<file path="src/rtl/regfile_2w_sb.sv">
// regfile_2w_sb: dual-write register file with per-register busy scoreboard and optional write-to-read bypass
module regfile_2w_sb #(
  parameter int DATA_W    = 8,
  parameter int ADDR_W    = 3,
  parameter int BYPASS    = 1,
  parameter int ZERO_REG0 = 0
) (
  input  logic                  clk,
  input  logic                  rst,
  input  logic                  we0,
  input  logic [ADDR_W-1:0]     waddr0,
  input  logic [DATA_W-1:0]     wdata0,
  input  logic                  we1,
  input  logic [ADDR_W-1:0]     waddr1,
  input  logic [DATA_W-1:0]     wdata1,
  input  logic                  rsv_en,
  input  logic [ADDR_W-1:0]     rsv_addr,
  input  logic [ADDR_W-1:0]     raddr1,
  input  logic [ADDR_W-1:0]     raddr2,
  output logic [DATA_W-1:0]     rdata1,
  output logic [DATA_W-1:0]     rdata2,
  output logic                  rbusy1,
  output logic                  rbusy2,
  output logic [2**ADDR_W-1:0]  busy_vec
);
  localparam int DEPTH = 2**ADDR_W;
  logic [DATA_W-1:0] regs [DEPTH];
  logic wc0, wc1, rc;
  logic [DEPTH-1:0] wmask, rmask;
  logic [ADDR_W-1:0] ra [2];
  logic [DATA_W-1:0] rd [2];
  logic rb [2];
  // port 1 is dropped on an address clash so port 0 wins without ordering tricks
  assign wc0 = !rst && we0 && !(ZERO_REG0 != 0 && waddr0 == '0);
  assign wc1 = !rst && we1 && !(ZERO_REG0 != 0 && waddr1 == '0) && !(we0 && waddr0 == waddr1);
  assign rc  = !rst && rsv_en && !(ZERO_REG0 != 0 && rsv_addr == '0);
  assign wmask = (wc0 ? DEPTH'(1) << waddr0 : '0) | (wc1 ? DEPTH'(1) << waddr1 : '0);
  assign rmask = rc ? DEPTH'(1) << rsv_addr : '0;
  assign ra[0] = raddr1;
  assign ra[1] = raddr2;
  for (genvar p = 0; p < 2; p++) begin : g_rd
    logic hit0, hit1;
    assign hit0 = wc0 && waddr0 == ra[p];
    assign hit1 = wc1 && waddr1 == ra[p];
    assign rd[p] = (ZERO_REG0 != 0 && ra[p] == '0) ? '0 :
                   (BYPASS != 0 && hit0) ? wdata0 :
                   (BYPASS != 0 && hit1) ? wdata1 : regs[ra[p]];
    assign rb[p] = (BYPASS != 0 && (hit0 || hit1) && !(rc && rsv_addr == ra[p])) ? 1'b0 : busy_vec[ra[p]];
  end
  assign rdata1 = rd[0];
  assign rdata2 = rd[1];
  assign rbusy1 = rb[0];
  assign rbusy2 = rb[1];
  always_ff @(posedge clk) begin
    if (rst) begin
      for (int i = 0; i < DEPTH; i++) regs[i] <= '0;
      busy_vec <= '0;
    end else begin
      if (wc0) regs[waddr0] <= wdata0;
      if (wc1) regs[waddr1] <= wdata1;
      busy_vec <= (busy_vec & ~wmask) | rmask;
    end
  end
endmodule

</file>
<file path="config.mk">
export PLATFORM = sky130hd
export DESIGN_NAME = regfile_2w_sb
export DESIGN_NICKNAME = d
export VERILOG_FILES = /design/src/rtl/regfile_2w_sb.sv
export SDC_FILE = /design/constraint.sdc
export NUM_CORES = 1
export LEC_CHECK = 0
export ABC_AREA = 0
export BUFFER_PORTS_ARGS = -buffer_cell sky130_fd_sc_hd__buf_4
export CORE_MARGIN = 2
export CORE_UTILIZATION = 39
export DETAILED_ROUTE_END_ITERATION = 7
export SYNTH_ARGS = -nofsm -noshare
export SYNTH_HDL_FRONTEND = slang
export SYNTH_SLANG_ARGS = --single-unit
</file>
<file path="constraint.sdc">
create_clock -name clk -period 5.4 [get_ports clk]
set_input_delay 0.27 -clock clk [delete_from_list [all_inputs] [get_ports clk]]
set_output_delay 0.27 -clock clk [all_outputs]
set_load 0.005 [all_outputs]
</file>
==> results list, run 1 <==
- Met3 usage: 0.0493
* Cell Count, Final, Fillers Out: 610
* Vias in the first global route: 3833
- The first routing iteration left 293 violations.
- Post-route clock period utilization: 0.448
- Routed via count divided by cell count: between 6 and 7
- Hold Violations, Final: 0
* Number of standard cells after synthesis: approximately 410
- Overall via count from detail_route: between 3000 and 4000
* P_int: 1110 µW
- Pre-Repair DR Iteration Count: 7
* Post-synth top area share: 0.388
- CTS tree: built
- The clock arrives with 0 ps of skew.
- Cell at the root of the clock tree: sky130_fd_sc_hd__clkbuf_16
- In the final layout, the share of cells above drive strength 1 is 0.336.
* Sw power: 424 µW
* Global Route met1 Usage: 0.299
- In this run, post-CTS hold repair placed 0 buffers.
- Synth Net Count: 441
- The number of cells on the worst reg-to-reg path is 2.
- The path class of the tightest hold or removal check is primary input to flip-flop.
* Number of sinks handled by clock tree synthesis: 72
- Diode count: 0
- Compared with the post-synthesis result, the final layout area differs by 15.8%.
- Largest net degree at the start of global routing: 36
* Maximum level of the CTS H-tree: 3
- STA classifies the critical path endpoint as a flip-flop.
- Total of max-cap violations: 0
- Flip-flop and latch count after synthesis: 72
- For this run, global-route usage on met2 was measured as 0.405.
- Grt total ovfl: 0
- After the last flow step, the layout net total stands at 469.
- Data required time at the worst endpoint: 5390 ps
* Busiest layer in global routing: met2
- Drt wl/cell: 25.4 µm
* Power per unit of standard cell area: approximately 270 mW/mm²
* Average instance area after synthesis: 12.2 µm²
- Count of instances resized after the clock tree is built: 0
- Count of cell types in the netlist: 40
* Commonest cells post-synth: 64 x sky130_fd_sc_hd__a22o_1, 64 x sky130_fd_sc_hd__edfxtp_1, 36 x sky130_fd_sc_hd__mux4_2
- Outcome: finished, final reports clean
* Worst hold path stage count: 3
- Area of the mapped netlist: roughly 0.0050 mm²
- The worst pin sits at a relative slew slack of 0.218.
- Yosys printed 0 warnings.
- Row cnt: roughly 40
- Combinational cell fraction of total power: 0.198
- Data arrives at the worst endpoint at 2410 ps.
- Post-route antenna net violation count: 0
- Clock insertion delay at the later pin of the skew report: 340 ps
- Highest attainable clock frequency: 0.414 GHz
* Number of buffers added on ports: 61
- Residual DRC count: 0
- Unrepaired setup endpoints after global routing: no
- Startpoint class of the critical path: primary input
* Maximum fanout along the worst path: 25
- Clock-pin slew reported for the worst setup and hold paths after clock tree synthesis: 60 ps
- After routing, the total negative slack on setup checks comes to 0 ps.
* TritonCTS buffer count: 9
- Leak Pwr: 0.00195 µW
* Post-synth EDFFs: 64
- Worst slew pin tran: 1160 ps
- Initial antenna violation count: 0
- Estimated wirelength of the detail-placed design: 11.2 mm
- In this run, placement finished with an instance count of 594.
- Time the worst path needs with I/O delays and setup: around 2400 ps
- Worst supply voltage drop on vdd: 0.136 mV
- The congestion estimate from routability-driven global placement came to roughly 0.92.
* Die area: 0.0136 mm²
- Synth Flop Type: sky130_fd_sc_hd__edfxtp_1
* Post-CTS setup repair buffer count: 0
- The count of pins over their slew limit was 0.
- Total wire length after detailed routing: 15.5 mm
* GRT Overall Usage: 0.237
* Relative contribution of sequential cells to total power: 0.439
* Switching power as a share of total power: 0.277
* Setup CP Type: primary input to flip-flop
* Height of the chip: 117 µm
- Of all cell types, the one taking the most synthesized area is sky130_fd_sc_hd__edfxtp_1.
- Setup violations remaining at the end of the flow were counted as 0.
* Initial standard-cell utilization of the core: 0.396
- Top post-synthesis cells by area: sky130_fd_sc_hd__edfxtp_1 39%, sky130_fd_sc_hd__mux4_2 16%, sky130_fd_sc_hd__a22o_1 11%, sky130_fd_sc_hd__mux2_2 3.6%, sky130_fd_sc_hd__dfxtp_1 3.2%
- Number of placed I/O pins: 62
- Clock power frac: 0.362
- Post-synth ARST share: 0
* Fillcell total: 1160
* Wire length of the first global-routing pass: 23.1 mm
- The die is approximately 120 µm wide.
- In this run the standard cell core region covers 0.0125 mm².
* Maximum clock path buffer count: 2
- Sequential share of the synthesized area: 0.420
metal layers:
metal,part of all wire,up-vias
li1,-,1703
met1,0.40,1869
met2,0.49,192
met3,0.074,29
met4,0.030,0
met5,0,-
final timing paths:
| check | to | slack (ps) | from |
|---|---|---|---|
| worst min register to register | busy_vec[3] | 520 | busy_vec[3] |
| worst min-delay path | busy_vec[3] | 220 | rsv_addr[0] |
| worst max register to register | busy_vec[6] | 4460 | busy_vec[6] |
| worst max-delay path | regs[1][5] | 2980 | waddr0[2] |
final cells by class:
cell class                      count  area, µm²  area share
Sequential cell                    72       2080       0.363
Multi-Input combinational cell    279       2660       0.463
Timing Repair Buffer               64        480      0.0837
Tap cell                          172        215      0.0375
Clock inverter                      7       55.1     0.00959
Inverter                            7       26.3     0.00458
Clock buffer                        9        225      0.0392
cells in the final DEF, fill, tap and decap left out, types with 2 or more instances in the layout:
cell type / count
sky130_fd_sc_hd__a22o_1: 64
sky130_fd_sc_hd__buf_4: 64
sky130_fd_sc_hd__edfxtp_1: 64
sky130_fd_sc_hd__mux4_2: 36
sky130_fd_sc_hd__nand2_1: 24
sky130_fd_sc_hd__nor3_1: 21
sky130_fd_sc_hd__a21oi_1: 19
sky130_fd_sc_hd__mux2_2: 16
sky130_fd_sc_hd__o31ai_1: 16
sky130_fd_sc_hd__xnor2_1: 12
sky130_fd_sc_hd__nor4_2: 10
sky130_fd_sc_hd__xor2_1: 9
sky130_fd_sc_hd__or3_1: 9
sky130_fd_sc_hd__clkbuf_16: 9
sky130_fd_sc_hd__dfxtp_1: 8
sky130_fd_sc_hd__inv_1: 7
sky130_fd_sc_hd__o41ai_1: 7
sky130_fd_sc_hd__nand2b_1: 5
sky130_fd_sc_hd__nand3_1: 5
sky130_fd_sc_hd__nand4_1: 4
sky130_fd_sc_hd__nor2_1: 3
sky130_fd_sc_hd__nor2b_1: 3
sky130_fd_sc_hd__and4_1: 2
sky130_fd_sc_hd__a21o_1: 2
sky130_fd_sc_hd__mux2i_1: 2
sky130_fd_sc_hd__clkinvlp_4: 2
sky130_fd_sc_hd__inv_6: 2
sky130_fd_sc_hd__clkinv_4: 2
registers in the layout (all words and copies together), names as in the netlist:
name,flops
busy_vec,8
regs,64
worst max-delay path, cell delays in order:
cell and delay [ps]:
sky130_fd_sc_hd__buf_4 150, sky130_fd_sc_hd__xor2_1 280, sky130_fd_sc_hd__nor4b_4 80, sky130_fd_sc_hd__buf_4 250, sky130_fd_sc_hd__nor4_2 890, sky130_fd_sc_hd__or3_1 470
per-stage QoR:
step / setup WS (ps) / utilization / total power [µW] / area, µm² / hold slack (ps)
4_1_cts: 3030 / 0.459 / 1540 / 5740 / 203
3_3_place_gp: 2800 / 0.436 / 982 / 5460 / 497
6_report: 2980 / 0.459 / 1530 / 5740 / 216
3_5_place_dp: 2700 / 0.436 / 988 / 5460 / 511
2_1_floorplan: 3200 / - / 866 / 4960 / 479
5_1_grt: 2900 / 0.459 / 1590 / 5740 / 242
power by group through the flow:
stage	Clock (µW)	Combinational, µW	Sequential [µW]
5_1_grt	584	325	678
2_1_floorplan	0	197	669
3_3_place_gp	0	299	683
6_report	556	304	674
4_1_cts	565	304	674
3_5_place_dp	0	303	686
cells by family after synthesis:
family | Yosys count | share of synthesized area
AO/OA/AOI/OAI | 110 | 0.174
XOR/XNOR | 21 | 0.0371
buffers and inverters | 54 | 0.0467
flip-flops | 72 | 0.420
multiplexers | 54 | 0.204
AND/OR/NAND/NOR | 94 | 0.118
(Power assumes the default switching activity.)
==> run 2, diff against run 1 <==
Clock period 5.4 ns to 2.05 ns, I/O delays scaled along.
==> run 2 against run 1 <==
Combinational power rose to 2.9 times the previous value; cell area grew 7.1%; first-iteration DRC count down 4.8%; final cell count up 4.8%; die area unchanged; critical endpoint is now rdata2[1]; sequential share of layout area down 2.4 points.
==> results list, run 2 (synthesized netlist as in run 1, its figures left out) <==
- Grt total ovfl: 0 (unchanged)
- Final max-slew violation count: 0 (unchanged)
- GPL Wtd Cong: 0.943 (+2.9%)
- The largest vdd supply drop came to 0.325 mV (+140%).
- Startpoint class of the critical path: flip-flop
* Highest attainable clock frequency: 0.488 GHz
* Drt wl/cell: 24.4 µm (-3.9%)
- Post-route clock period utilization: 1.00
* Overall via count from detail_route: 4022 (+6.0%)
- Data required time at the worst endpoint: 1950 ps (-3440 ps)
- The remaining number of nets flagged by the antenna check after routing came to 0 (unchanged).
* Maximum cell stage delay along the critical path: 510 ps (-380 ps)
* Worst R2R Setup Slack: 1140 ps (-3320 ps)
- The initial DRC count is 279 (-4.8%).
* Commonest cells after routing, fill and taps aside: 90 x sky130_fd_sc_hd__buf_4, 64 x sky130_fd_sc_hd__a22o_1, 64 x sky130_fd_sc_hd__edfxtp_1, 36 x sky130_fd_sc_hd__mux4_2, 24 x sky130_fd_sc_hd__nand2_1
* Min-Delay Startpoint: rsv_addr[0]
- The post-layout net count was 498 (+6.2%).
* Maximum level of the CTS H-tree: 3 (unchanged)
- The worst setup path is captured at a primary output.
- Largest net degree at the start of global routing: 26 (-28%)
- The path with the worst hold slack has its endpoint at busy_vec[3].
- Height of the chip: 117 µm (unchanged)
* Sequential cell area in the final layout: 0.00208 mm² (unchanged)
- The final worst clock skew came to 0 ps (unchanged).
* Number of placed I/O pins: 62 (unchanged)
- The number of input and output port buffers inserted came to 61 (unchanged).
- Row cnt: 41 (unchanged)
- The transition time at the pin with the least slew margin was 872 ps (-292 ps).
* Flip-flop count of the largest register after layout: 64 (unchanged)
- Core Box Area: 0.0125 mm² (unchanged)
- The number of antenna violations at the first check in global routing was 0 (unchanged).
- Source of the worst register-to-register timing path: busy_vec[6]
- The total clock buffers created by CTS came to 9 (unchanged).
- Diode count: 0 (unchanged)
- Area added between synthesis and finish: 24.1%
- Depth of the worst register-to-register path: 2 (unchanged)
* Initial standard-cell utilization of the core: 0.396 (unchanged)
- The insertion delay to the later sink of the worst-skew pair was 340 ps (about the same).
- Counting flops per register, the top entry is regs.
* Cell at the root of the clock tree: sky130_fd_sc_hd__clkbuf_16
* Most common cell after layout, fill and taps aside: sky130_fd_sc_hd__buf_4
- Die outline width: 117 µm (unchanged)
- The maximum fanout along the worst path is 2 (-92%).
- Fillcell total: 1148 (-1.0%)
- Biggest registers after layout: regs: 64 flops, busy_vec: 8 flops
- Number of sinks handled by clock tree synthesis: 72 (unchanged)
- Rel. slew slack: 0.414 (+0.196)
- The total die area was 0.0136 mm² (unchanged).
- Power per unit of standard cell area: 686 mW/mm² (+160%)
- Estimated wirelength of the detail-placed design: 11.9 mm (+6.0%)
- The hold-fix buffer count after cts was 0 (unchanged).
* Routed via count divided by cell count: 6.29 (+1.2%)
* Setup CP Type: flip-flop to primary output
- Fraction of layout cells with a size suffix above 1: 0.413 (+0.0777)
- Combined area of the multi-input logic cells: 0.00279 mm² (+5.2%)
- Worst hold path stage count: 3 (unchanged)
- The tightest min-delay check is of the primary input to flip-flop type.
* Setup TNS: 0 ps (unchanged)
* CTS tree: built
- Placement-stage worst setup slack: -242 ps (-2940 ps)
- The maximum clock path buffer count was 2 (unchanged).
* Leak Pwr: 0.00215 µW (+10%)
- The number of hold violations in the final report was 0 (unchanged).
* PnR worst setup slack: 0.600 ps (-2980 ps)
* Post-CTS setup repair buffer count: 0 (unchanged)
* Worst R2R End: busy_vec[6]
- Data arrival at the endpoint of the critical path: 1950 ps (-460 ps)
- Wire length of the first global-routing pass: 23.2 mm (+0.36%)
* Crit path buf inv count: 1 (-1)
- The routed wire length came to 15.6 mm (+0.64%).
- The max-capacitance violation count was 0 (unchanged).
- The remaining routing DRC violations came to 0 (unchanged).
- The via count of the first global-routing pass came to 3985 (+4.0%).
- Clock-pin slew reported for the worst setup and hold paths after clock tree synthesis: 60 ps (about the same)
* Pre-Repair DR Iteration Count: 5 (-2)
* GRT Overall Usage: 0.239 (+0.00126)
- Post-layout utilization of the core: 0.491 (+0.0327)
- The flow ran to the end, and the final reports show no timing, DRC or antenna violations.
* Chain of cells forming the critical path: mux4_2 > mux2_2 > a21oi_1 > o31ai_1 > buf_4
- Slowest cell on the critical path: sky130_fd_sc_hd__mux4_2
* Total setup violations reported at the end of the flow: 0 (unchanged)
- Time the worst path needs with I/O delays and setup: 2050 ps
* Top delay family on crit path: multiplexers
-- run 2: cell types whose count changed in the layout (fill, tap and decap cells not counted), sizes merged --
cell    delta
buf       +29
bufinv     +1
inv        -1
-- run 2: stage by stage --
stage	area, µm²	instances	hold slack [ps]	total power (µW)
floorplan	4960	405	313	2280
global placement	5710	623	411	2630
detailed placement	5710	623	392	2640
CTS	6040	639	40.5	4180
global route	6150	639	61.0	4360
finish	6150	639	44.3	4220
-- run 2: area by class of cell --
type	instances	share of cell area
Tap cell	172	0.0350
Sequential cell	72	0.339
Multi-Input combinational cell	279	0.454
Clock buffer	9	0.0366
Timing Repair Buffer	93	0.120
Clock inverter	7	0.0116
Inverter	7	0.00427
-- run 2: report_power, final --
group	total, µW	internal (µW)	leakage, µW	switching (µW)
clock network	1550	940	0.000139	613
logic	891	448	0.00133	444
registers	1770	1710	0.000683	66.8
-- run 2: tightest hold or removal path: cells and delay by family --
| family | cells | cell delay, ps |
|---|---|---|
| simple gates | 1 | 70 |
| compound gates | 1 | 60 |
| buf+inv | 1 | 120 |
-- run 2: timing repair --
action,CTS,global route
endpoints found under the setup margin,4,43
pin swaps,0,1
gates resized for setup,6,21
cloned,0,0
-- run 2: worst max path at each step --
stage	from	end	slack, ps	cells after the start
final	regs[0][1]	rdata2[1]	0.6	5
after global routing	regs[7][3]	rdata2[3]	-20	5
after CTS	regs[7][5]	rdata1[5]	-4	5
after detailed placement	waddr0[2]	regs[5][7]	-240	6
after global placement	waddr1[0]	regs[5][0]	-130	6
after floorplan	waddr0[2]	regs[6][0]	20	6
-- run 2: layer usage --
layer	GRT usage	up-vias	wire, µm
li1	-	1759	-
met5	0	-	0
met3	0.0239	44	1060
met4	0.138	0	674
met1	0.300	2009	6060
met2	0.402	210	7780
==> run 3, diff against run 2 <==
Settings changed: ABC_AREA 0 to 1, ABC_CLOCK_PERIOD_IN_PS from default to 2050.
==> run 3 against run 2 <==
Final cell count grew 51%; fmax increased by 15%; die area grew 6.7%; cell area rose by 2.6%; critical path depth is 5 higher; clock skew unchanged; critical path type is now primary input to primary output; critical endpoint is now rdata1[7]; largest cell class unchanged; highest routed layer unchanged.
==> results list, run 3 <==
- Class of the most critical hold timing path: primary input to flip-flop
- The remaining number of nets flagged by the antenna check after routing is 0 (unchanged).
- The insertion delay to the later sink of the worst-skew pair came to 340 ps (about the same).
- Unrepaired setup endpoints after global routing: no
* Maximum fanout along the worst path: 23 (+21)
- The number of warnings issued by yosys came to 0 (unchanged).
* Number of nets in the final layout: 821 (+65%)
* Die outline width: 121 µm (+3.3%)
- Met3 usage: 0.0406 (+0.0167)
- Initial standard-cell utilization of the core: 0.400 (+0.00429)
- Estimated wirelength of the detail-placed design: 14.5 mm (+22%)
- Number of standard cells after synthesis: 726 (+79%)
- The final standard cell count with taps included and fillers excluded came to 966 (+51%).
- Number of sinks handled by clock tree synthesis: 72 (unchanged)
- The most used flip-flop cell after synthesis is sky130_fd_sc_hd__edfxtp_1.
- The floorplan row count was 42 (+2.4%).
- The total die area is 0.0145 mm² (+6.7%).
- The synthesized area came to 0.00530 mm² (+6.9%).
* Maximum clock path buffer count: 2 (unchanged)
* Count of cell types in the netlist: 31 (-23%)
- Wire length of the first global-routing pass: 30.3 mm (+31%)
- Startpoint class of the critical path: primary input
- Time the worst path needs with I/O delays and setup: 1790 ps (-260 ps)
- The total I/O pin count is 62 (unchanged).
- The fraction of synthesis flops using an asynchronous set or reset pin is 0 (unchanged).
- Routed via count divided by cell count: 5.98 (-5.0%)
- Post-synth top area share: 0.363 (-0.0252)
* Diode count: 0 (unchanged)
* Data required time at the worst endpoint: 1950 ps (about the same)
- The number of antenna violations at the first check in global routing came to 0 (unchanged).
- The post-synthesis average cell area came to 7.30 µm² (-40%).
- Core Box Area: 0.0132 mm² (+5.8%)
- The deepest level of the CTS H-tree came to 3 (unchanged).
* Synth Net Count: 762 (+73%)
- CTS tree: built
- Number of buffers added on ports: 61 (unchanged)
- The hold-fix buffer count after cts was 0 (unchanged).
- The number of flops mapped to enable cells by yosys was 64 (unchanged).
- The initial DRC count was 781 (+180%).
- Commonest cells after routing, fill and taps aside: 224 x sky130_fd_sc_hd__nand2_1, 123 x sky130_fd_sc_hd__nand3_1, 90 x sky130_fd_sc_hd__buf_4, 64 x sky130_fd_sc_hd__edfxtp_1, 50 x sky130_fd_sc_hd__inv_1
* Sequential share of the synthesized area: 0.393 (-0.0273)
- Biggest registers after layout: regs: 64 flops, busy_vec: 8 flops
- The relative max-transition margin came to 0.615 (+0.201).
- GR met2 Demand/Resource: 0.445 (+0.0423)
* TritonCTS buffer count: 9 (unchanged)
- The flip-flop and latch count after synthesis came to 72 (unchanged).
* Element type at the critical path end: primary output
- The met1 demand-to-capacity share in global routing is 0.361 (+0.0612).
- After global routing, the most crowded layer is met2.
- The maximum frequency from static timing analysis was 0.559 GHz (+15%).
- Worst slew pin tran: 576 ps (-296 ps)
- Register name with the most flops: regs
- Pre-Repair DR Iteration Count: 8 (+3)
* Hold Violations, Final: 0 (unchanged)
- Number of cells after detailed placement: 950 (+52%)
* Flip-flop count of the largest register after layout: 64 (unchanged)
- Worst supply voltage drop on vdd: 0.418 mV (+29%)
- Overall via count from detail_route: 5777 (+44%)
* Count leader, synth: sky130_fd_sc_hd__nand2_1
- Grt total ovfl: 0 (unchanged)
- Clock-pin slew reported for the worst setup and hold paths after clock tree synthesis: 60 ps (about the same)
- The count of filler cells inserted in the layout is 1337 (+16%).
- Largest net degree at the start of global routing: 26 (unchanged)
* Area leader, netlist: sky130_fd_sc_hd__edfxtp_1
* Drt wl/cell: 20.3 µm (-17%)
- Clock skew: 0 ps (unchanged)
- Post-route clock period utilization: 0.873 (-0.127)
- Ranked by total cell area, the synthesized netlist is headed by sky130_fd_sc_hd__edfxtp_1 36%, sky130_fd_sc_hd__nand2_1 16%, sky130_fd_sc_hd__nand3_1 12%, sky130_fd_sc_hd__nand4_1 5.3%, sky130_fd_sc_hd__o22ai_1 5.1%.
- Clock tree synthesis selected as its root buffer the cell sky130_fd_sc_hd__clkbuf_16.
- The global placement routability congestion is 0.951 (+0.86%).
- Height of the chip: 121 µm (+3.3%)
- Residual DRC count: 0 (unchanged)
- Leak Pwr: 0.00267 µW (+24%)
* Commonest cells post-synth: 224 x sky130_fd_sc_hd__nand2_1, 123 x sky130_fd_sc_hd__nand3_1, 64 x sky130_fd_sc_hd__edfxtp_1
- The data arrival time at the worst-slack endpoint was 1690 ps (-260 ps).
- The final setup violation count is 0 (unchanged).
* Setup CP Type: primary input to primary output
- The overall global routing resource usage is 0.277 (+0.0379).
- The count of pins over their slew limit was 0 (unchanged).
- Setup TNS: 0 ps (unchanged)
- Most common cell after layout, fill and taps aside: sky130_fd_sc_hd__nand2_1
- The ratio of cells with drive above 1 in the final layout came to 0.170 (-0.244).
- Power per unit of standard cell area: 711 mW/mm² (+3.6%)
* Total wire length after detailed routing: 19.6 mm (+26%)
- Area added between synthesis and finish: 19.0%
- The flow ran to the end, and the final reports show no timing, DRC or antenna violations.
* Total of max-cap violations: 0 (unchanged)
- The via count of the first global-routing pass is 5562 (+40%).
run 3: changes by cell type in the layout (fill, tap and decap cells not counted), moves of 18 or more:
cell and delta:
sky130_fd_sc_hd__mux4_2 -36, sky130_fd_sc_hd__o21ai_0 +30, sky130_fd_sc_hd__nand2_1 +200, sky130_fd_sc_hd__nor2_1 +18, sky130_fd_sc_hd__nand4_1 +41, sky130_fd_sc_hd__o22ai_1 +43, sky130_fd_sc_hd__a22o_1 -64, sky130_fd_sc_hd__nor3_1 -19
sky130_fd_sc_hd__nand3_1 +118, sky130_fd_sc_hd__inv_1 +43
run 3: path summary, 6_finish.rpt:
check	from	slack (ps)	cells past startpoint	end
min reg2reg	busy_vec[6]	510	2	busy_vec[6]
max reg2reg	busy_vec[7]	1140	2	busy_vec[7]
max	raddr1[1]	260	10	rdata1[7]
min	rsv_addr[1]	100	4	busy_vec[4]
run 3: final cells by class:
class                      count  area [µm²]  share of cell area
sequential                    72        2080               0.330
clock inverter                 7         110              0.0175
tap                          176         220              0.0349
multi-input combinational    553        2770               0.440
timing repair buffer          90         676               0.107
clock buffer                   9         225              0.0357
inverter                      59         221              0.0351
run 3: cell families (layout without fill, tap and decap cells):
logic type                count (synthesis)  count (layout)  synth area share
AOI/OAI and AO/OA                        97              97             0.106
xor gates and xnor gates                  9               9            0.0149
buffers and inverters                   101             165            0.0859
DFF                                      72              72             0.393
and+or+nand+nor                         447             447             0.400
run 3: power by group:
group,leakage [µW],switching (µW),internal [µW],total [µW]
logic,0.00183,573,326,899
registers,0.000683,64.0,1710,1770
clock network,0.000161,635,1180,1810
run 3: what timing repair did:
item	in CTS	in global routing
hold endpoints to repair	0	0
buffers inserted	0	0
resized for setup	0	1
setup endpoints to repair	0	3
run 3: critical path, cell delays in order:
cell                      delay [ps]
sky130_fd_sc_hd__buf_4           300
sky130_fd_sc_hd__nand2_1          90
sky130_fd_sc_hd__nand2_1          70
sky130_fd_sc_hd__nand2_1         100
sky130_fd_sc_hd__nor2_2          400
sky130_fd_sc_hd__nand3_4         230
sky130_fd_sc_hd__nand2_1         120
sky130_fd_sc_hd__nand3_1          90
sky130_fd_sc_hd__nand2_1          80
sky130_fd_sc_hd__buf_4           100
run 3: stage by stage:
step                total power, µW  utilization  cell area [µm²]  hold WS [ps]  worst slack (ps)
floorplan                      2310            -             5300           266               613
global placement               2670        0.451             5970           446               207
detailed placement             2680        0.451             5970           448               178
CTS                            4470        0.476             6300          89.8               172
global route                   4650        0.476             6310           104               104
finish                         4480        0.476             6310          96.4               260
run 3: per-layer routing:
layer | routed length, µm | vias to the layer above
met1 | 7750 | 2704
li1 | - | 2654
met4 | 889 | 0
met5 | 0 | -
met2 | 9310 | 349
met3 | 1690 | 70
